[src/rtl/stream_to_mig_writer.sv]
// rtl/stream_to_mig_writer.sv - packs a YUV pixel stream into 16-bit overlay words and writes one frame through a MIG user write port
//
// Optional feature macro: STREAM_WRITER_ROW_PAD_EN (word-align every row by flushing a half word at ROW_END).
// dtypei encoding: 0 = FRAME_START, 1 = ROW_END, 2 = PIXEL, 3 = FRAME_END.
// Overlay half word: {alpha[2:0], Y[7:1], C[7:2]}, C = U for even pixels and V for odd pixels.

module stream_to_mig_writer #(
  parameter int ADDR_WIDTH  = 26,
  parameter int BL_WIDTH    = 6,
  parameter int BURST_LEN   = 32,
  parameter int DTYPE_WIDTH = 2
) (
  input  logic                   clk,
  input  logic                   resetb,
  input  logic                   enable,
  input  logic [ADDR_WIDTH-1:0]  frame_addr,
  input  logic [2:0]             alpha,
  input  logic                   dvi,
  input  logic [DTYPE_WIDTH-1:0] dtypei,
  input  logic [7:0]             data0i,
  input  logic [7:0]             data1i,
  input  logic [7:0]             data2i,
  output logic                   wr_en,
  output logic [31:0]            wr_data,
  output logic [3:0]             wr_mask,
  input  logic                   wr_full,
  output logic                   wr_cmd_en,
  output logic [BL_WIDTH-1:0]    wr_cmd_bl,
  output logic [ADDR_WIDTH-1:0]  wr_cmd_byte_addr,
  input  logic                   wr_cmd_full,
  output logic                   busy,
  output logic                   overflow,
  output logic [31:0]            words_written
);

  localparam logic [DTYPE_WIDTH-1:0] DT_FRAME_START = DTYPE_WIDTH'(0);
  localparam logic [DTYPE_WIDTH-1:0] DT_ROW_END     = DTYPE_WIDTH'(1);
  localparam logic [DTYPE_WIDTH-1:0] DT_PIXEL       = DTYPE_WIDTH'(2);
  localparam logic [DTYPE_WIDTH-1:0] DT_FRAME_END   = DTYPE_WIDTH'(3);

  localparam logic [BL_WIDTH-1:0]   FULL_BL     = BL_WIDTH'(BURST_LEN - 1);
  localparam logic [ADDR_WIDTH-1:0] BURST_BYTES = ADDR_WIDTH'(4 * BURST_LEN);
  localparam logic [31:0]           BURST_WORDS = 32'(BURST_LEN);

  typedef enum logic [1:0] {
    IDLE    = 2'd0,
    CAPTURE = 2'd1,
    DRAIN   = 2'd2
  } state_t;

  state_t                  state;
  logic                    phase;
  logic [15:0]             half;
  logic [ADDR_WIDTH-1:0]   addr;
  logic [31:0]             pending;

  logic                    is_fs;
  logic                    is_re;
  logic                    is_pix;
  logic                    is_fe;
  logic [15:0]             even_half;
  logic [15:0]             odd_half;
  logic                    word_due;
  logic [31:0]             word_val;
  logic                    accept;
  logic                    drop;
  logic                    burst_issue;
  logic                    final_issue;
  logic                    drain_done;
  logic [31:0]             pending_next;
  logic                    unused_lsbs;

  // Chroma and luma LSBs are intentionally discarded by the overlay format.
  assign unused_lsbs = ^{data0i[0], data1i[1:0], data2i[1:0]};

  assign wr_mask = 4'b0000;
  assign busy    = (state != IDLE);

  // Decode the stream beat and decide whether a word is due, accepted, and whether a command can go out.
  always_comb begin
    is_fs     = dvi && (dtypei == DT_FRAME_START);
    is_re     = dvi && (dtypei == DT_ROW_END);
    is_pix    = dvi && (dtypei == DT_PIXEL);
    is_fe     = dvi && (dtypei == DT_FRAME_END);
    even_half = {alpha, data0i[7:1], data1i[7:2]};
    odd_half  = {alpha, data0i[7:1], data2i[7:2]};
    word_due  = 1'b0;
    word_val  = {odd_half, half};
    case (state)
      CAPTURE: begin
        if (is_pix && phase) word_due = 1'b1;
`ifdef STREAM_WRITER_ROW_PAD_EN
        if (is_re && phase) begin
          word_due = 1'b1;
          word_val = {16'h0000, half};
        end
`endif
      end
      DRAIN: begin
        if (phase) begin
          word_due = 1'b1;
          word_val = {16'h0000, half};
        end
      end
      default: begin
        word_due = 1'b0;
      end
    endcase
    accept       = word_due && !wr_full;
    drop         = word_due && wr_full;
    burst_issue  = (state != IDLE) && (pending >= BURST_WORDS) && !wr_cmd_full;
    final_issue  = (state == DRAIN) && !phase && (pending != 32'd0) &&
                   (pending < BURST_WORDS) && !wr_cmd_full;
    drain_done   = (state == DRAIN) && !phase && ((pending == 32'd0) || final_issue);
    pending_next = pending + {31'b0, accept} - (burst_issue ? BURST_WORDS : 32'd0);
  end

  // Frame FSM: packing, data pushes, burst command issue and bookkeeping.
  always_ff @(posedge clk or negedge resetb) begin
    if (!resetb) begin
      state            <= IDLE;
      phase            <= 1'b0;
      half             <= 16'h0000;
      addr             <= '0;
      pending          <= 32'd0;
      wr_en            <= 1'b0;
      wr_data          <= 32'd0;
      wr_cmd_en        <= 1'b0;
      wr_cmd_bl        <= '0;
      wr_cmd_byte_addr <= '0;
      overflow         <= 1'b0;
      words_written    <= 32'd0;
    end else if (!enable) begin
      // Abandon the frame: nothing owed is written, only the sticky flag survives.
      state            <= IDLE;
      phase            <= 1'b0;
      half             <= 16'h0000;
      addr             <= '0;
      pending          <= 32'd0;
      wr_en            <= 1'b0;
      wr_data          <= 32'd0;
      wr_cmd_en        <= 1'b0;
      wr_cmd_bl        <= '0;
      wr_cmd_byte_addr <= '0;
      words_written    <= 32'd0;
    end else begin
      wr_en     <= accept;
      wr_cmd_en <= 1'b0;
      if (accept) wr_data <= word_val;
      if (drop) overflow <= 1'b1;
      words_written <= words_written + {31'b0, accept};
      pending       <= pending_next;

      if (burst_issue) begin
        wr_cmd_en        <= 1'b1;
        wr_cmd_bl        <= FULL_BL;
        wr_cmd_byte_addr <= addr;
        addr             <= addr + BURST_BYTES;
      end else if (final_issue) begin
        wr_cmd_en        <= 1'b1;
        wr_cmd_bl        <= BL_WIDTH'(pending - 32'd1);
        wr_cmd_byte_addr <= addr;
        addr             <= addr + ADDR_WIDTH'(pending << 2);
        pending          <= 32'd0;
      end

      case (state)
        IDLE: begin
          if (is_fs) begin
            addr          <= frame_addr;
            phase         <= 1'b0;
            half          <= 16'h0000;
            pending       <= 32'd0;
            words_written <= 32'd0;
            overflow      <= 1'b0;
            state         <= CAPTURE;
          end
        end
        CAPTURE: begin
          if (is_pix) begin
            phase <= ~phase;
            if (!phase) begin
              half          <= even_half;
              wr_data[15:0] <= even_half;
            end
          end
`ifdef STREAM_WRITER_ROW_PAD_EN
          if (is_re && phase) phase <= 1'b0;
`endif
          if (is_fs) overflow <= 1'b1;
          if (is_fe) state <= DRAIN;
        end
        DRAIN: begin
          phase <= 1'b0;
          if (drain_done) state <= IDLE;
        end
        default: begin
          state <= IDLE;
        end
      endcase
    end
  end

endmodule

[config.mk]
export PLATFORM = sky130hd
export DESIGN_NAME = stream_to_mig_writer
export DESIGN_NICKNAME = d
export VERILOG_FILES = /design/src/rtl/stream_to_mig_writer.sv
export SDC_FILE = /design/constraint.sdc
export NUM_CORES = 1
export LEC_CHECK = 0
export BUFFER_PORTS_ARGS = -buffer_cell sky130_fd_sc_hd__buf_2
export CAP_MARGIN = 10
export CELL_PAD_IN_SITES_DETAIL_PLACEMENT = 0
export CELL_PAD_IN_SITES_GLOBAL_PLACEMENT = 1
export CORE_MARGIN = 3
export CORE_UTILIZATION = 40
export DETAILED_ROUTE_END_ITERATION = 10
export HOLD_SLACK_MARGIN = 0.06
export PLACE_DENSITY_LB_ADDON = 0.3
export SYNTH_ARGS = -nofsm -noshare
export SYNTH_HDL_FRONTEND = slang
export SYNTH_SLANG_ARGS = --single-unit
[constraint.sdc]
create_clock -name clk -period 5.2 [get_ports clk]
set_input_delay 0.26 -clock clk [delete_from_list [all_inputs] [get_ports clk]]
set_output_delay 0.26 -clock clk [all_outputs]
set_load 0.005 [all_outputs]
==> results.sh <==
export IMPL_antenna_found_initial=0
export IMPL_ir_drop_mv=0.2317
export IMPL_clock_path_buffers=2
export IMPL_root_buffer="clkbuf_16"
export IMPL_synth_warnings=0
export IMPL_status="finished, final reports clean"
export IMPL_die_x_um=171.9
export IMPL_crit_slowest_cell="a2111oi_0"
export IMPL_hpwl_mm=21.48
export IMPL_num_rows=60
export IMPL_viasPerCell=5.399
export IMPL_hold_viol=0
export IMPL_drtIter0Drc=728
export IMPL_core_area_um2=27030
export IMPL_cp_data_required_time_ps=5500
export IMPL_tightest_slew_ps=1055
export IMPL_clock_latency_ps=440
export IMPL_leakage_nw=6.149
export IMPL_area_growth_pct=17.24
export IMPL_final_max_slew_viol_count=0
export IMPL_start_util=0.4075
export IMPL_critPathBufInv=2
export IMPL_synth_edf_count=0
export IMPL_grt_util_all_layers=0.1964
export IMPL_route_detailed_wl_per_inst_um=16.82
export IMPL_drt_total_wl_mm=29.45
export IMPL_slowest_delay_ps=810
export IMPL_cts_made_buffers=17
export IMPL_dominantRegCellSynth="dfrtp_1"
export IMPL_post_route_util=0.4778
export IMPL_synth_xor_area_share=0.05089
export IMPL_cts_sinks=176
export IMPL_fin_tns_setup_ps=0
export IMPL_syn_area_per_cell_um2=8.904
export IMPL_synth_fa_ha_area_frac=0.1041
export IMPL_drive_gt1_frac=0.1560
export IMPL_ys_types=73
export IMPL_nNetsFinal=1549
export IMPL_num_antenna_cells=0
export IMPL_hold_path_class="in2reg"
export IMPL_fin_crit_sh=0.8768
export IMPL_timing_slew_headroom=0.2943
export IMPL_critical_path_peak_fanout=3
export IMPL_cap_violations=0
export IMPL_cts_tree="yes"
export IMPL_vias=9453
export IMPL_crit_type="reg2reg"
export IMPL_synthesis_area_um2=11010
export IMPL_grt_pass1_wl_mm=47.27
export IMPL_period_needed_ps=4559
export IMPL_post_route_drc_count=0
export IMPL_final_setup_viol_count=0
export IMPL_crit_path_cell_trace="inv_1 > ha_1 > nand4_1 > a311o_1 > a211oi_4 > inv_2 > ha_1 > ha_1 > nor2b_1 > o311ai_0 > a2111oi_0 > o21bai_1 > a31oi_1 > a41oi_1 > xnor2_1 > nor2_1"
export IMPL_die_y_um=171.9
export IMPL_port_buffers=155
export IMPL_power_density_nw_per_um2=463.2
export IMPL_crit_path_start_kind="flop"
export IMPL_cp_end_kind="flop"
export IMPL_synth_area_mux_share=0.02192
export IMPL_drtPass1Iterations=5
export IMPL_ys_ff_latch=176
export IMPL_synth_top_family_by_area="compound AO/OA/AOI/OAI gates"
export IMPL_skew_ps=19.88
export IMPL_async_reset_ff_frac=1.000
export IMPL_htree_levels=4
export IMPL_synthCells=1237
export IMPL_rsz0062_at_grt="false"
export IMPL_max_freq_mhz=219.3
export IMPL_die_area_um2=29560
export IMPL_ant_nets=0
export IMPL_grt_overflow=0
export IMPL_arrival_ps=4860
export IMPL_grt_max_degree=177
export IMPL_cts_resized=0
export IMPL_gp_congestion=0.8604
export IMPL_synth_simple_area_share=0.1813
export IMPL_ios=165
export IMPL_grt_pass1_vias=9081
export IMPL_cp_top_family="compound AO/OA/AOI/OAI gates"
export IMPL_ys_seq_area_frac=0.3999
export IMPL_clk_pin_slew_ps=80
export IMPL_synth_compound_area_frac=0.1996
export IMPL_cpMostUsedCell="ha_1"
[power breakdown]
part	switching, mW	internal (mW)
Combinational	1.74	1.17
Clock	0.627	0.651
Sequential	0.209	1.59
Total	2.57	3.41
[cells in the final DEF (no fill, tap or decap), drive strengths merged, types with 4 or more instances in the layout]
| cell | count |
|---|---|
| nor2 | 135 |
| xnor2 | 30 |
| a21boi | 4 |
| nor3b | 5 |
| clkbuf | 18 |
| o21ai | 71 |
| and3 | 15 |
| nand3 | 32 |
| o21a | 9 |
| o21bai | 9 |
| clkinv | 7 |
| nand4 | 17 |
| conb | 4 |
| a22o | 20 |
| xor2 | 34 |
| o211ai | 7 |
| nand3b | 7 |
| dlygate4sd3 | 18 |
| a21oi | 89 |
| a21o | 20 |
| a2111oi | 8 |
| dfrtp | 176 |
| and2 | 7 |
| inv | 69 |
| a311oi | 7 |
| a211oi | 30 |
| a41oi | 8 |
| o31ai | 4 |
| a31oi | 10 |
| nor3 | 16 |
| ha | 90 |
| mux2i | 23 |
| buf | 171 |
| nand2b | 9 |
| a32o | 7 |
| nand2 | 159 |
| or3 | 11 |
| and4 | 5 |
| nor2b | 9 |
[path summary, 6_finish.rpt]
| path | start | to | slack [ps] | cells after the start |
|---|---|---|---|---|
| worst max register to register | pending[28]$_DFF_PN0_ | pending[24]$_DFF_PN0_ | 640 | 16 |
| worst min register to register | half[15]$_DFFE_PN0P_ | half[15]$_DFFE_PN0P_ | 480 | 2 |
| max in group asynchronous | resetb | addr[1]$_DFFE_PN0P_ | 3930 | 3 |
| min in group asynchronous | resetb | words_written[10]$_DFF_PN0_ | 560 | 3 |
| worst max-delay path | pending[28]$_DFF_PN0_ | pending[24]$_DFF_PN0_ | 640 | 16 |
| worst min-delay path | data1i[3] | half[1]$_DFFE_PN0P_ | 70 | 3 |
[registers in the layout, indices dropped and copies added (netlist names)]
name              cells
overflow              1
words_written        32
addr                 26
wr_en                 1
half                 16
wr_cmd_bl             6
wr_data              32
wr_cmd_byte_addr     26
pending              32
state                 2
wr_cmd_en             1
phase                 1
[worst register-to-register path, cell delays in order, from the launching register on]
cell,delay (ps)
dfrtp_1,390
inv_1,110
ha_1,200
nand4_1,190
a311o_1,460
a211oi_4,310
inv_2,60
ha_1,300
ha_1,320
nor2b_1,130
o311ai_0,260
a2111oi_0,810
o21bai_1,220
a31oi_1,280
a41oi_1,160
xnor2_1,160
nor2_1,50
[synth_stat cells (all sizes together) (16+ instances only)]
| cell | instances | area [µm²] |
|---|---|---|
| o21ai | 71 | 355.3 |
| clkbuf | 37 | 138.9 |
| dfrtp | 176 | 4404 |
| inv | 63 | 236.5 |
| nand3 | 32 | 160.2 |
| nor3 | 16 | 80.08 |
| ha | 90 | 1126 |
| a21oi | 89 | 445.4 |
| nand4 | 17 | 106.4 |
| a21o | 20 | 150.1 |
| mux2i | 23 | 230.2 |
| a211oi | 30 | 242.7 |
| xor2 | 34 | 297.8 |
| nor2 | 135 | 519.3 |
| xnor2 | 30 | 262.8 |
| a22o | 20 | 175.2 |
| nand2 | 159 | 596.8 |
[logic make-up after synthesis]
logic type / after synthesis
mux: 24
other cells: 1
buf+inv: 115
flops: 176
fa+ha+maj: 91
compound gates: 328
simple gates: 438
xor+xnor: 64
[layer usage]
metal | vias up | track usage | part of all wire
li1 | 4706 | - | -
met1 | 4522 | 0.2821 | 0.49
met2 | 209 | 0.3188 | 0.46
met3 | 16 | 0.02789 | 0.041
met4 | 0 | 0.03818 | 0.0077
met5 | - | 0 | 0
[area by class of cell]
cell class,count,area (µm²)
clock buffer,18,439.2
clock inverter,14,146.4
fill,2648,14110
inverter,64,240.2
multi-input combinational,949,6162
sequential,176,4404
tap,341,426.7
timing repair buffer,189,1095
[metrics by stage]
stage / worst slack, ps / instance area [µm²] / power, mW / cells / hold slack, ps
2_1_floorplan: 988.0 / 11030 / 3.964 / 1240 / -35.59
3_3_place_gp: 740.7 / 12150 / 4.681 / 1701 / 463.3
3_5_place_dp: 706.5 / 12150 / 4.696 / 1701 / 468.9
5_1_grt: 352.8 / 12910 / 6.444 / 1751 / 62.35
4_1_cts: 673.0 / 12910 / 6.011 / 1751 / 61.05
6_report: 640.6 / 12910 / 5.982 / 1751 / 73.38
[timing repair]
item | CTS | global route
buffers inserted | 0 | 0
hold buffers | 18 | 0
endpoints found under the hold margin | 19 | 0
(Power assumes the default switching activity.)
